**src/rtl/fb_pkg.sv**
```systemverilog
// Shared widths, FSM encoding and MIG payload types for the framebuffer line writer.
package fb_pkg;

  localparam int unsigned FB_LINE_STRIDE_BYTES = 2048;
  localparam int unsigned MIG_BL_W             = 6;
  localparam int unsigned MIG_ADDR_W           = 30;
  localparam int unsigned LINE_ADDR_W          = 16;
  localparam int unsigned PIX_W                = 16;
  localparam int unsigned WORD_W               = 32;
  localparam int unsigned MASK_W               = 4;
  localparam int unsigned BE_W                 = 2;
  localparam int unsigned WORD_IDX_W           = $clog2(FB_LINE_STRIDE_BYTES) - 2;
  localparam int unsigned WORD_CNT_W           = 11;
  localparam int unsigned BURST_CNT_W          = 7;
  localparam int unsigned ST_W                 = 2;

  localparam logic [ST_W-1:0] ST_IDLE = 2'd0;
  localparam logic [ST_W-1:0] ST_FILL = 2'd1;
  localparam logic [ST_W-1:0] ST_CMD  = 2'd2;
  localparam logic [ST_W-1:0] ST_DONE = 2'd3;

  typedef struct packed {
    logic [MIG_BL_W-1:0]   bl;
    logic [MIG_ADDR_W-1:0] byte_addr;
  } mig_cmd_t;

  typedef struct packed {
    logic [MASK_W-1:0] mask;
    logic [WORD_W-1:0] data;
  } mig_wr_t;

  // Byte address of a 32-bit word inside a line; the line stride is fixed, never accumulated.
  function automatic logic [MIG_ADDR_W-1:0] line_byte_addr(
    input logic [LINE_ADDR_W-1:0] line,
    input logic [WORD_IDX_W-1:0]  word
  );
    return MIG_ADDR_W'({line, word, 2'b00});
  endfunction

endpackage

```
**src/rtl/fb_pix_pack16to32.sv**
```systemverilog
// Packs accepted 16-bit pixels into {odd, even} 32-bit MIG write words.
// With FB_WRITE_MASK_EN defined, per-pixel byte enables become the registered write mask.
module fb_pix_pack16to32
  import fb_pkg::*;
(
  input  logic             clk,
  input  logic             rst_n,
  input  logic             en,
  input  logic             clear,
  input  logic             pix_valid,
  input  logic [PIX_W-1:0] pix_data,
`ifdef FB_WRITE_MASK_EN
  input  logic [BE_W-1:0]  pix_be,
`endif
  input  logic             wr_full,
  output logic             pix_ready_c,
  output logic             word_done_c,
  output logic             wr_en,
  output mig_wr_t          wr
);

  logic             phase;
  logic [PIX_W-1:0] lo_q;
  logic             accept;
  logic [MASK_W-1:0] mask_next;

  // The odd pixel is only refused when its word could not be pushed next cycle.
  assign pix_ready_c = en && !(phase && wr_full);
  assign accept      = pix_valid && pix_ready_c;
  assign word_done_c = accept && phase;

`ifdef FB_WRITE_MASK_EN
  logic [BE_W-1:0] be_lo_q;

  assign mask_next = ~{pix_be, be_lo_q};

  always_ff @(posedge clk or negedge rst_n) begin
    if (!rst_n) begin
      be_lo_q <= '0;
    end else if (accept && !phase) begin
      be_lo_q <= pix_be;
    end
  end
`else
  assign mask_next = '0;
`endif

  always_ff @(posedge clk or negedge rst_n) begin
    if (!rst_n) begin
      phase <= 1'b0;
      lo_q  <= '0;
      wr_en <= 1'b0;
      wr    <= '0;
    end else begin
      wr_en <= 1'b0;
      if (clear) begin
        phase <= 1'b0;
      end else if (accept) begin
        if (!phase) begin
          lo_q  <= pix_data;
          phase <= 1'b1;
        end else begin
          wr_en   <= 1'b1;
          wr.data <= {pix_data, lo_q};
          wr.mask <= mask_next;
          phase   <= 1'b0;
        end
      end
    end
  end

endmodule

```
**src/rtl/fb_line_writer.sv**
```systemverilog
// Writes one display line of RGB565 pixels into DDR3 over MIG port c3_p2 in fixed bursts.
// Optional per-pixel byte masking is enabled by defining FB_WRITE_MASK_EN.
module fb_line_writer
  import fb_pkg::*;
#(
  parameter int unsigned BURST_WORDS = 16,
  parameter int unsigned LINE_PIXELS = 1024
) (
  input  logic                   sys_clk,
  input  logic                   sys_rst_n,
  input  logic                   line_req,
  input  logic [LINE_ADDR_W-1:0] line_addr,
  output logic                   line_ack,
  output logic                   busy,
  input  logic                   pix_valid,
  input  logic [PIX_W-1:0]       pix_data,
`ifdef FB_WRITE_MASK_EN
  input  logic [BE_W-1:0]        pix_be,
`endif
  output logic                   pix_ready,
  output logic                   c3_p2_cmd_en,
  input  logic                   c3_p2_cmd_full,
  output logic                   c3_p2_cmd_rw,
  output logic [MIG_BL_W-1:0]    c3_p2_cmd_bl,
  output logic [MIG_ADDR_W-1:0]  c3_p2_cmd_byte_addr,
  output logic                   c3_p2_wr_en,
  output logic [WORD_W-1:0]      c3_p2_wr_data,
  output logic [MASK_W-1:0]      c3_p2_wr_mask,
  input  logic                   c3_p2_wr_full
);

  localparam int unsigned LINE_WORDS = LINE_PIXELS / 2;

  if (BURST_WORDS < 1 || BURST_WORDS > 64 || LINE_PIXELS > 1024 || (LINE_PIXELS % 2) != 0 ||
      (LINE_WORDS % BURST_WORDS) != 0) begin : g_bad_param
    $error("fb_line_writer: unsupported BURST_WORDS/LINE_PIXELS combination");
  end

  logic [ST_W-1:0]        state, state_d;
  logic [LINE_ADDR_W-1:0] addr_q, addr_d;
  logic [WORD_CNT_W-1:0]  word_cnt, word_cnt_d;
  logic [BURST_CNT_W-1:0] burst_cnt, burst_cnt_d;
  mig_cmd_t               cmd_q, cmd_d;
  logic                   cmd_en_d;
  logic                   line_ack_d;
  logic                   clear;
  logic                   word_done_c;
  logic                   fill_en;
  logic [WORD_IDX_W-1:0]  base;
  mig_wr_t                wr;

  assign fill_en = (state == ST_FILL);
  // word_cnt already counts the burst being committed; only the low index bits form the address.
  assign base    = word_cnt[WORD_IDX_W-1:0] - WORD_IDX_W'(BURST_WORDS);

  fb_pix_pack16to32 u_pack (
    .clk         (sys_clk),
    .rst_n       (sys_rst_n),
    .en          (fill_en),
    .clear       (clear),
    .pix_valid   (pix_valid),
    .pix_data    (pix_data),
`ifdef FB_WRITE_MASK_EN
    .pix_be      (pix_be),
`endif
    .wr_full     (c3_p2_wr_full),
    .pix_ready_c (pix_ready),
    .word_done_c (word_done_c),
    .wr_en       (c3_p2_wr_en),
    .wr          (wr)
  );

  assign c3_p2_wr_data       = wr.data;
  assign c3_p2_wr_mask       = wr.mask;
  assign c3_p2_cmd_rw        = 1'b0;
  assign c3_p2_cmd_bl        = cmd_q.bl;
  assign c3_p2_cmd_byte_addr = cmd_q.byte_addr;

  always_ff @(posedge sys_clk or negedge sys_rst_n) begin
    if (!sys_rst_n) begin
      state        <= ST_IDLE;
      addr_q       <= '0;
      word_cnt     <= '0;
      burst_cnt    <= '0;
      cmd_q        <= '0;
      c3_p2_cmd_en <= 1'b0;
      line_ack     <= 1'b0;
      busy         <= 1'b0;
    end else begin
      state        <= state_d;
      addr_q       <= addr_d;
      word_cnt     <= word_cnt_d;
      burst_cnt    <= burst_cnt_d;
      cmd_q        <= cmd_d;
      c3_p2_cmd_en <= cmd_en_d;
      line_ack     <= line_ack_d;
      busy         <= (state_d != ST_IDLE);
    end
  end

  // Next-state and registered-output decode.
  always_comb begin
    state_d     = state;
    addr_d      = addr_q;
    word_cnt_d  = word_cnt;
    burst_cnt_d = burst_cnt;
    cmd_d       = cmd_q;
    cmd_en_d    = 1'b0;
    line_ack_d  = line_ack;
    clear       = 1'b0;
    case (state)
      ST_IDLE: begin
        if (line_req && !line_ack) begin
          state_d     = ST_FILL;
          addr_d      = line_addr;
          word_cnt_d  = '0;
          burst_cnt_d = '0;
          clear       = 1'b1;
        end
      end
      ST_FILL: begin
        if (word_done_c) begin
          word_cnt_d  = word_cnt + WORD_CNT_W'(1);
          burst_cnt_d = burst_cnt + BURST_CNT_W'(1);
          if (burst_cnt + BURST_CNT_W'(1) == BURST_CNT_W'(BURST_WORDS)) begin
            state_d = ST_CMD;
          end
        end
      end
      ST_CMD: begin
        // The last data word is pushed while in CMD, so the command always trails its data.
        if (!c3_p2_cmd_full) begin
          cmd_en_d        = 1'b1;
          cmd_d.bl        = MIG_BL_W'(BURST_WORDS - 1);
          cmd_d.byte_addr = line_byte_addr(addr_q, base);
          burst_cnt_d     = '0;
          if (word_cnt == WORD_CNT_W'(LINE_WORDS)) begin
            state_d    = ST_DONE;
            line_ack_d = 1'b1;
          end else begin
            state_d = ST_FILL;
          end
        end
      end
      ST_DONE: begin
        if (!line_req) begin
          line_ack_d = 1'b0;
          state_d    = ST_IDLE;
        end
      end
      default: begin
        state_d = ST_IDLE;
      end
    endcase
  end

endmodule

```
**config.mk**
```make
export PLATFORM = sky130hd
export DESIGN_NAME = fb_line_writer
export DESIGN_NICKNAME = d
export VERILOG_FILES = /design/src/rtl/fb_pkg.sv /design/src/rtl/fb_pix_pack16to32.sv /design/src/rtl/fb_line_writer.sv
export SDC_FILE = /design/constraint.sdc
export NUM_CORES = 1
export LEC_CHECK = 0
export CAP_MARGIN = 20
export CORE_MARGIN = 2
export CORE_UTILIZATION = 45
export DETAILED_ROUTE_END_ITERATION = 7
export GPL_TIMING_DRIVEN = 0
export PLACE_DENSITY = 0.76
export SLEW_MARGIN = 20
export SYNTH_ARGS = -nofsm -noshare
export SYNTH_HDL_FRONTEND = slang
export SYNTH_SLANG_ARGS = --single-unit
```
**constraint.sdc**
```tcl
create_clock -name sys_clk -period 1.8 [get_ports sys_clk]
set_clock_uncertainty 0.15 [all_clocks]
set_input_delay 0.36 -clock sys_clk [delete_from_list [all_inputs] [get_ports sys_clk]]
set_output_delay 0.36 -clock sys_clk [all_outputs]
set_load 0.005 [all_outputs]
```
**Word-level counts from Yosys, hierarchy flattened**

Cells that the tools add are included.

- Add/sub/neg operators: 3
- Multiply operators: 0
- Divide/modulo/power cells: 0
- Order comparisons: 0
- Eq/ne operators: 10
- Shift-type cells: 0
- Mux-type cells: 28
- Bitwise logic cells: 3
- Reduce and logical (&&, ||, !) cells: 20

Operators by type and width:

| operator | number |
|---|---|
| $mux W11 | 2 |
| $pmux W11 S2 | 1 |
| $mux W7 | 3 |
| $pmux W7 S3 | 1 |
| $mux W1 | 13 |
| $mux W2 | 6 |
| $add A11 B1 Y11 const B | 1 |
| $eq A11 B10 Y1 const B | 1 |
| $ne A2 B2 Y1 const B | 5 |
| $reduce_and A3 Y1 | 3 |
| $sub A9 B5 Y9 const B | 1 |
| $pmux W2 S4 | 1 |
| $reduce_and A4 Y1 | 2 |
| $reduce_bool A2 Y1 | 4 |
| $add A7 B1 Y7 const B | 1 |
| $eq A7 B5 Y1 const B | 1 |
| $logic_and A1 B1 Y1 | 5 |
| $eq A2 B2 Y1 const B | 2 |
| $reduce_and A2 Y1 | 2 |
| $not A1 Y1 | 3 |
| $reduce_bool A3 Y1 | 1 |
| $eq A2 B1 Y1 const B | 1 |
| $logic_not A1 Y1 | 2 |
| $logic_not A2 Y1 | 1 |
| $pmux W1 S2 | 1 |

- Register bits after elaboration: 115
- Bits in latches: 0
- Memory bits (writable): 0
- Memory bits (read-only): 0
- Output and inout port bits: 78
- Word-level logic and storage cells: 77
- Memories: 0

**Logic depth before layout (Yosys ltp)**

Gate-level depths: netlist (run 1).

- Depth in word-level cells: 8
- Mapped depth: 7

**By module**

From an unflattened synthesis (run 1), not the netlist that was laid out.

- Cells, all modules: 456
- Area, all modules: 5074.9 µm²

Modules (own cells, without submodules):

| module | instances | cells an instance | area each (µm²) | seq. area each (µm²) |
|---|---|---|---|---|
| fb_line_writer | 1 | 340 | 3084.2 | 1626.6 |
| fb_pix_pack16to32 | 1 | 116 | 1990.7 | 1251.2 |

**Worst setup path before layout (run 1)**

Ideal clock, no wire load.

- Path type: reg-to-reg
- From: reg state[1]
- To: reg u_pack.lo_q[10]
- Library setup time: 0.125 ns
- Arrival time: 1.466 ns
- Required time: 1.525 ns
- Slack: 0.059 ns
- Cell stages (with the launch flop): 6
- Buffers on the path: 2
- Path through: dfrtp_1 -> and3b_4 -> nor2b_4 -> buf_6 -> buf_6 -> mux2_2

- Longest elaborated chain between the ends: 4

RTL lines:

| item | line | text |
|---|---|---|
| from (decl) | fb_line_writer.sv:39 | `logic [ST_W-1:0] state, state_d;` |
| from (signal assigned) | fb_line_writer.sv:90 | `state <= state_d;` |
| $eq A2 B1 Y1 or $logic_not A2 Y1 (tied branches) | fb_line_writer.sv:52, fb_line_writer.sv:111 |  |
| $logic_and A1 B1 Y1 or $mux W1 (tied branches) | fb_pix_pack16to32.sv:28, fb_line_writer.sv:111 |  |
| $logic_and A1 B1 Y1 or $not A1 Y1 (tied branches) | -- |  |
| $reduce_and A3 Y1 (no source line) (*) | -- |  |
| to (signal assigned) | fb_pix_pack16to32.sv:60 | `lo_q <= pix_data;` |
| to (decl) | fb_pix_pack16to32.sv:23 | `logic [PIX_W-1:0] lo_q;` |

Mark *: on every way between the ends. The rest lies on a longest branch, timed or not.
A chain may end at the register's enable or synchronous reset.

**Worst setup path after layout (run 1)**

- From: reg state[1]
- To: reg u_pack.lo_q[11]

Same word-level chain as after synthesis.

==> reports/qor.txt, run 1 <==
CTS H-tree depth: 4
Final HPWL DP: 7430 um
crit-path cells: buf_4, and3b_4, nor2b_4, buf_6, clkbuf_16, mux2_2
Buf/Inv on CP: 3
Setup CP Type: reg -> reg
setup-violating endpoint count in the final report: 23
Cells after DPL: 715
Post-synth EDFFs: 0
first-pass GRT wire length: 18,600 um
clock tree buffer depth: 2
setup_tns: -1.99 ns
drt first pass iters: 4
achievable clock frequency: 520 MHz
Synth top area share: 0.592
syn avg cell area: 10.5 um2
Fin. Hold Viols: 0
top post-synthesis cells by area: dfrtp_1 (59%), nand2_1 (13%), mux2_2 (6.7%)
nets@finish: 677
vias: 3,838
met1 Use GR: 0.253
most frequent cells in the layout: nand2_1 (171), dfrtp_1 (110), dlygate4sd2_1 (61), buf_4 (50), clkdlybuf4s50_1 (36)
clk root buf: clkbuf_8
Detail Route Antenna Nets: 0
Initial Util: 0.466
initial antenna violation count: 0
Mapped Area: 0.00486 mm2
post-synthesis xor/xnor area fraction: 0.0216
vias per cell: 4.91
Post-Synth Adder-Cell Area: 0.0155
Slew @ Worst Pin: 0.575 ns
layout cells sized above 1: 0.260
I/O pin cnt: 116
Sw Share: 0.270
total grt overflow: 0
total global-route track usage: 0.207
CTS tree: yes
wirelength, routed: 11,600 um
HP Class: in -> async
Seq cells post-synth: 115
GRT Max-Usage Layer: met2
crit end category: register
vias in the first global route: 3,951
routed length per instance: 14.8 um
Synth area leader: dfrtp_1
largest family of logic cells by synthesized area: simple AND/OR/NAND/NOR gates
Clk network pwr share: 0.374
Slew HR: 0.617
failing checks: negative setup slack
crit path setup slack, layout: -0.125 ns
Overall Power: 8.95 mW
Worst-Skew Late Latency: 0.52 ns
commonest non-fill, non-tap cell in the layout: nand2_1
clock sinks: 115
simple-gate area share of the yosys netlist: 0.201
crit path launch type: register
Die Height: 108 um
Port Buf Inserts: 103
CP Max Fanout: 6
# DRC: 0
Tmin final: 1.92 ns
slowest CP cell: dfrtp_1
power per standard cell area: 1250 mW/mm2
mux contribution to synthesized area: 0.0765
Lkg Pwr: 3.70 nW
post-synthesis sequential area ratio: 0.592
WHS: 0.237 ns
Synth Instances: 464
Comb pwr share: 0.213
post-route cell area: 0.00714 mm2
Largest stage delay, worst path: 0.37 ns
CTS buffer count: 17
fin cells: 782
largest net degree at the start of global routing: 62
Synth warnings: 0
1st-iter DRT viols: 117
pre-CTS setup slack: -0.462 ns
Placement Cell Area: 0.00613 mm2
routability cong.: 0.749
Pint: 6.54 mW
GRT met2 Usage: 0.347
Synth Area in Compound Gates: 0.0376
FILL cells: 794
Area Growth Syn to Fin: 46.9%
core area: 0.0104 mm2
RSZ-0062 raised after global routing: true
CTS clk-pin slew, worst paths: 0.06 ns
peak supply drop: 0.783 mV
status: complete, but fails checks
# rows: 37
final core utilization: 0.685
final max-slew violation count: 0
Global Route met3 Usage: 0.0720
delay-heaviest family, CP: simple AND/OR/NAND/NOR gates
NetSw: 2.41 mW
DIE AREA: 0.0116 mm2
Final Cycle Share: 1.07
async set-reset flop share out of synthesis: 1.00
Flop pwr share: 0.413
Req. time, crit path: 2.05 ns
Die W: 108 um
Netlist cell types: 42
WP data arrival: 2.17 ns
# diodes: 0
Max Cap Viol: 0
Most used DFF post-synth: dfrtp_1
what timing repair did:
| action | in CTS | in global routing |
|---|---|---|
| endpoints found under the hold margin | 60 | 0 |
| cloned | 0 | 2 |
| hold buffers | 1 | 0 |
| buffers inserted | 18 | 15 |
| endpoints found under the setup margin | 109 | 87 |
| resized for setup | 98 | 40 |
| pin swaps | 9 | 8 |
flip-flops by register name, summed over array words and instances (netlist names):
name                 flops
u_pack.wr               32
c3_p2_cmd_byte_addr     25
addr_q                  16
u_pack.lo_q             16
word_cnt                11
burst_cnt                7
state                    2
busy                     1
c3_p2_cmd_bl             1
c3_p2_cmd_en             1
line_ack                 1
u_pack.phase             1
u_pack.wr_en             1
cell type report:
type / instances / area (um2) / share of cell area
buffer: 34 / 273 / 0.0382
clock inverter: 13 / 156 / 0.0219
clock buffer: 19 / 442 / 0.0619
inverter: 8 / 35.0 / 0.00491
timing repair buffer: 140 / 1300 / 0.182
tap: 136 / 170 / 0.0238
multi-input combinational: 317 / 1880 / 0.263
sequential: 115 / 2880 / 0.404
worst paths after layout:
path	from	endpoint	slack, ns	cells after the start
setup / recovery	state[1]$_DFF_PN0_	u_pack.lo_q[11]$_DFFE_PN0P_	-0.12	6
hold / removal	sys_rst_n	u_pack.wr[31]$_DFFE_PN0P_	0.24	2
setup reg to reg	state[1]$_DFF_PN0_	u_pack.lo_q[11]$_DFFE_PN0P_	-0.12	6
hold reg to reg	addr_q[9]$_DFFE_PN0P_	c3_p2_cmd_byte_addr[20]$_DFFE_PN0P_	0.31	2
max in group asynchronous	sys_rst_n	word_cnt[4]$_DFFE_PN0P_	0.59	3
min in group sys_clk	pix_data[14]	u_pack.wr[30]$_DFFE_PN0P_	0.26	3
worst register-to-register path, delay by kind of cell (launching register included):
kind	cells	cell delay, ns
buf+inv	3	0.45
mux	1	0.32
simple gates	2	0.51
flops	1	0.37
kinds of logic (layout without fill, tap and decap cells):
kind of cell | count (synthesis) | after routing
flops | 115 | 115
mux | 32 | 32
fa+ha+maj | 6 | 6
xor+xnor | 12 | 12
compound gates | 31 | 31
other cells | 1 | 12
simple gates | 224 | 224
buf+inv | 43 | 214
cells in the mapped netlist (all sizes together), types with 4 or more instances:
cell,instances
nand3,4
mux2,32
o21ai,20
nor2,15
buf,30
xnor2,8
xor2,4
inv,8
nor3,8
clkbuf,5
ha,6
nand2,173
nand4,6
dfrtp,115
per-layer routing:
layer,part of all wire,vias to the layer above
li1,-,1824
met1,0.42,1880
met2,0.50,120
met3,0.065,14
met4,0.012,0
met5,0,-
power by group through the flow:
stage / Clock (mW) / Combinational (mW) / Sequential [mW]
2_1_floorplan: 0 / 0.827 / 3.68
3_3_place_gp: 0 / 1.76 / 3.71
3_5_place_dp: 0 / 1.82 / 3.74
4_1_cts: 3.39 / 1.73 / 3.69
5_1_grt: 3.54 / 2.13 / 3.79
6_report: 3.35 / 1.90 / 3.70
Power figures use the tool's default switching activity.
==> run 2, diff against run 1 <==
--- a/config.mk
+++ b/config.mk
@@ -6,7 +6,6 @@
 export NUM_CORES = 1
 export LEC_CHECK = 0
 export CAP_MARGIN = 20
-export CORE_MARGIN = 2
 export CORE_UTILIZATION = 45
 export DETAILED_ROUTE_END_ITERATION = 7
 export GPL_TIMING_DRIVEN = 0
==> run 2 against run 1 <==
The flow still finishes with violations (negative setup slack). Power decreased by 2.6%. Die area decreased by 3.7%. Critical path depth decreased by 3. Register-to-register slack improved by 0.04 ns. Critical path type is now reg -> out. Highest routed layer unchanged. Clock power decreased by 3%.
==> reports/qor.txt, run 2 (synthesis gave the netlist of run 1 again) <==
status: complete, but fails checks
failing checks: negative setup slack
routability cong.: 0.763 (+1.9%)
# diodes: 0 (unchanged)
crit path launch type: register
Final Cycle Share: 1.05 (-0.0160)
CTS tree: yes
commonest non-fill, non-tap cell in the layout: nand2_1
Fin. Hold Viols: 0 (unchanged)
Port Buf Inserts: 103 (unchanged)
CTS H-tree depth: 4 (unchanged)
nets@finish: 669 (-1.2%)
most frequent cells in the layout: nand2_1 (172), dfrtp_1 (110), dlygate4sd2_1 (62), buf_4 (38), clkdlybuf4s50_1 (36)
# DRC: 0 (unchanged)
power per standard cell area: 1230 mW/mm2 (-1.9%)
1st-iter DRT viols: 180 (+54%)
pre-CTS setup slack: -0.416 ns (+0.0461 ns)
Worst setup startpoint: state[1]$_DFF_PN0_
total grt overflow: 0 (unchanged)
setup-violating endpoint count in the final report: 21 (-8.7%)
Buf/Inv on CP: 1 (-2)
# rows: 37 (unchanged)
drt first pass iters: 4 (unchanged)
post-route cell area: 0.00709 mm2 (-0.67%)
CP Max Fanout: 2 (-4)
routed length per instance: 14.1 um (-4.6%)
clock sinks: 115 (unchanged)
vias: 3,729 (-2.8%)
core area: 0.0104 mm2 (unchanged)
Lkg Pwr: 3.70 nW (+0.12%)
first-pass GRT wire length: 17,900 um (-4.0%)
Die Height: 106 um (-1.9%)
clock tree buffer depth: 2 (unchanged)
CTS clk-pin slew, worst paths: 0.06 ns (about the same)
Max Cap Viol: 0 (unchanged)
FF/Latch Area: 0.00288 mm2 (unchanged)
Largest Register: u_pack.wr
delay-heaviest family, CP: flip-flops
layout cells sized above 1: 0.249 (-0.0108)
Tmin final: 1.90 ns (-0.0288 ns)
Placement Cell Area: 0.00613 mm2 (unchanged)
HP Class: in -> async
I/O pin cnt: 116 (unchanged)
max reg flops: 32 (unchanged)
Final HPWL DP: 7010 um (-5.7%)
CTS buffer count: 17 (unchanged)
Worst-Skew Late Latency: 0.50 ns (-0.02 ns)
Detail Route Antenna Nets: 0 (unchanged)
wirelength, routed: 10,900 um (-5.6%)
Req. time, crit path: 1.29 ns (-0.76 ns)
Initial Util: 0.466 (unchanged)
vias in the first global route: 3,757 (-4.9%)
Die W: 106 um (-1.9%)
peak supply drop: 0.729 mV (-6.9%)
reg2reg start: state[1]$_DFF_PN0_
crit path setup slack, layout: -0.0957 ns (+0.0288 ns)
setup_tns: -1.15 ns (+0.838 ns)
Area Growth Syn to Fin: 46.0%
vias per cell: 4.82 (-1.8%)
achievable clock frequency: 528 MHz (+1.5%)
area of the multi-input gates: 0.00187 mm2 (-0.47%)
clk root buf: clkbuf_8
crit end category: output port
crit-path cells: or2b_1, a21oi_2, buf_2
DIE AREA: 0.0112 mm2 (-3.7%)
slowest CP cell: dfrtp_1
total global-route track usage: 0.203 (-0.00412)
RSZ-0062 raised after global routing: true
Setup CP Type: reg -> out
initial antenna violation count: 0 (unchanged)
largest net degree at the start of global routing: 71 (+15%)
WP data arrival: 1.39 ns (-0.78 ns)
FILL cells: 789 (-0.63%)
Largest stage delay, worst path: 0.38 ns (about the same)
final max-slew violation count: 0 (unchanged)
==> run 2: cell count changes in the layout (fill, tap and decap cells not counted), sizes merged <==
cell and delta:
buf -7, bufinv -1, clkbuf -3, clkinv +1, clkinvlp -2, dlygate4sd2 +1, inv +3
==> run 2: worst paths after layout <==
| kind | end | slack, ns | depth (start not counted) |
|---|---|---|---|
| min reg2reg | c3_p2_cmd_byte_addr[24]$_DFFE_PN0P_ | 0.31 | 2 |
| max reg2reg | u_pack.lo_q[7]$_DFFE_PN0P_ | -0.08 | 6 |
| min | u_pack.wr[24]$_DFFE_PN0P_ | 0.20 | 2 |
| min in group sys_clk | u_pack.wr[29]$_DFFE_PN0P_ | 0.27 | 3 |
| max | pix_ready | -0.1 | 3 |
| max in group asynchronous | state[0]$_DFF_PN0_ | 0.59 | 3 |
==> run 2: repair_timing <==
| item | in CTS | in global routing |
|---|---|---|
| gates cloned | 0 | 1 |
| pin swaps | 3 | 13 |
| endpoints found under the hold margin | 45 | 0 |
| endpoints found under the setup margin | 99 | 89 |
| gates resized for setup | 89 | 59 |
| setup buffers | 20 | 6 |
| hold buffers | 1 | 0 |
==> run 2: where the power goes <==
group / switching [mW] / internal (mW)
combinational: 0.777 / 1.02
sequential: 0.402 / 3.27
clock: 1.23 / 2.02
total: 2.41 / 6.31
==> run 2: worst register-to-register path: cells and delay by family (launching register included) <==
kind	cells	cell delay [ns]
flip-flops	1	0.38
AND/OR/NAND/NOR	2	0.48
multiplexers	1	0.34
buffers and inverters	3	0.41
==> run 2: area by class of cell <==
| class | count | share of cell area |
|---|---|---|
| flip-flops and latches | 115 | 0.407 |
| plain buffers | 34 | 0.0434 |
| repair buffers | 132 | 0.175 |
| inverters | 8 | 0.00529 |
| clock buffers | 18 | 0.0603 |
| well taps | 136 | 0.0240 |
| multi-input cells | 317 | 0.264 |
| clock inverters | 14 | 0.0217 |
==> run 2: per-layer routing <==
metal  track usage  up-vias  share of wire
li1              -     1801              -
met1         0.257     1807           0.45
met2         0.340      115           0.49
met3        0.0595        6          0.060
met4        0.0556        0         0.0038
met5             0        -              0
==> run 2: metrics by stage <==
stage	hold slack, ns	total power [mW]	utilization	std cells
after floorplan	-0.0856	4.51	-	475
after global placement	0.290	5.46	0.586	714
after detailed placement	0.172	5.54	0.588	715
after CTS	0.200	8.70	0.656	768
after global routing	0.238	9.18	0.681	774
final	0.205	8.72	0.681	774
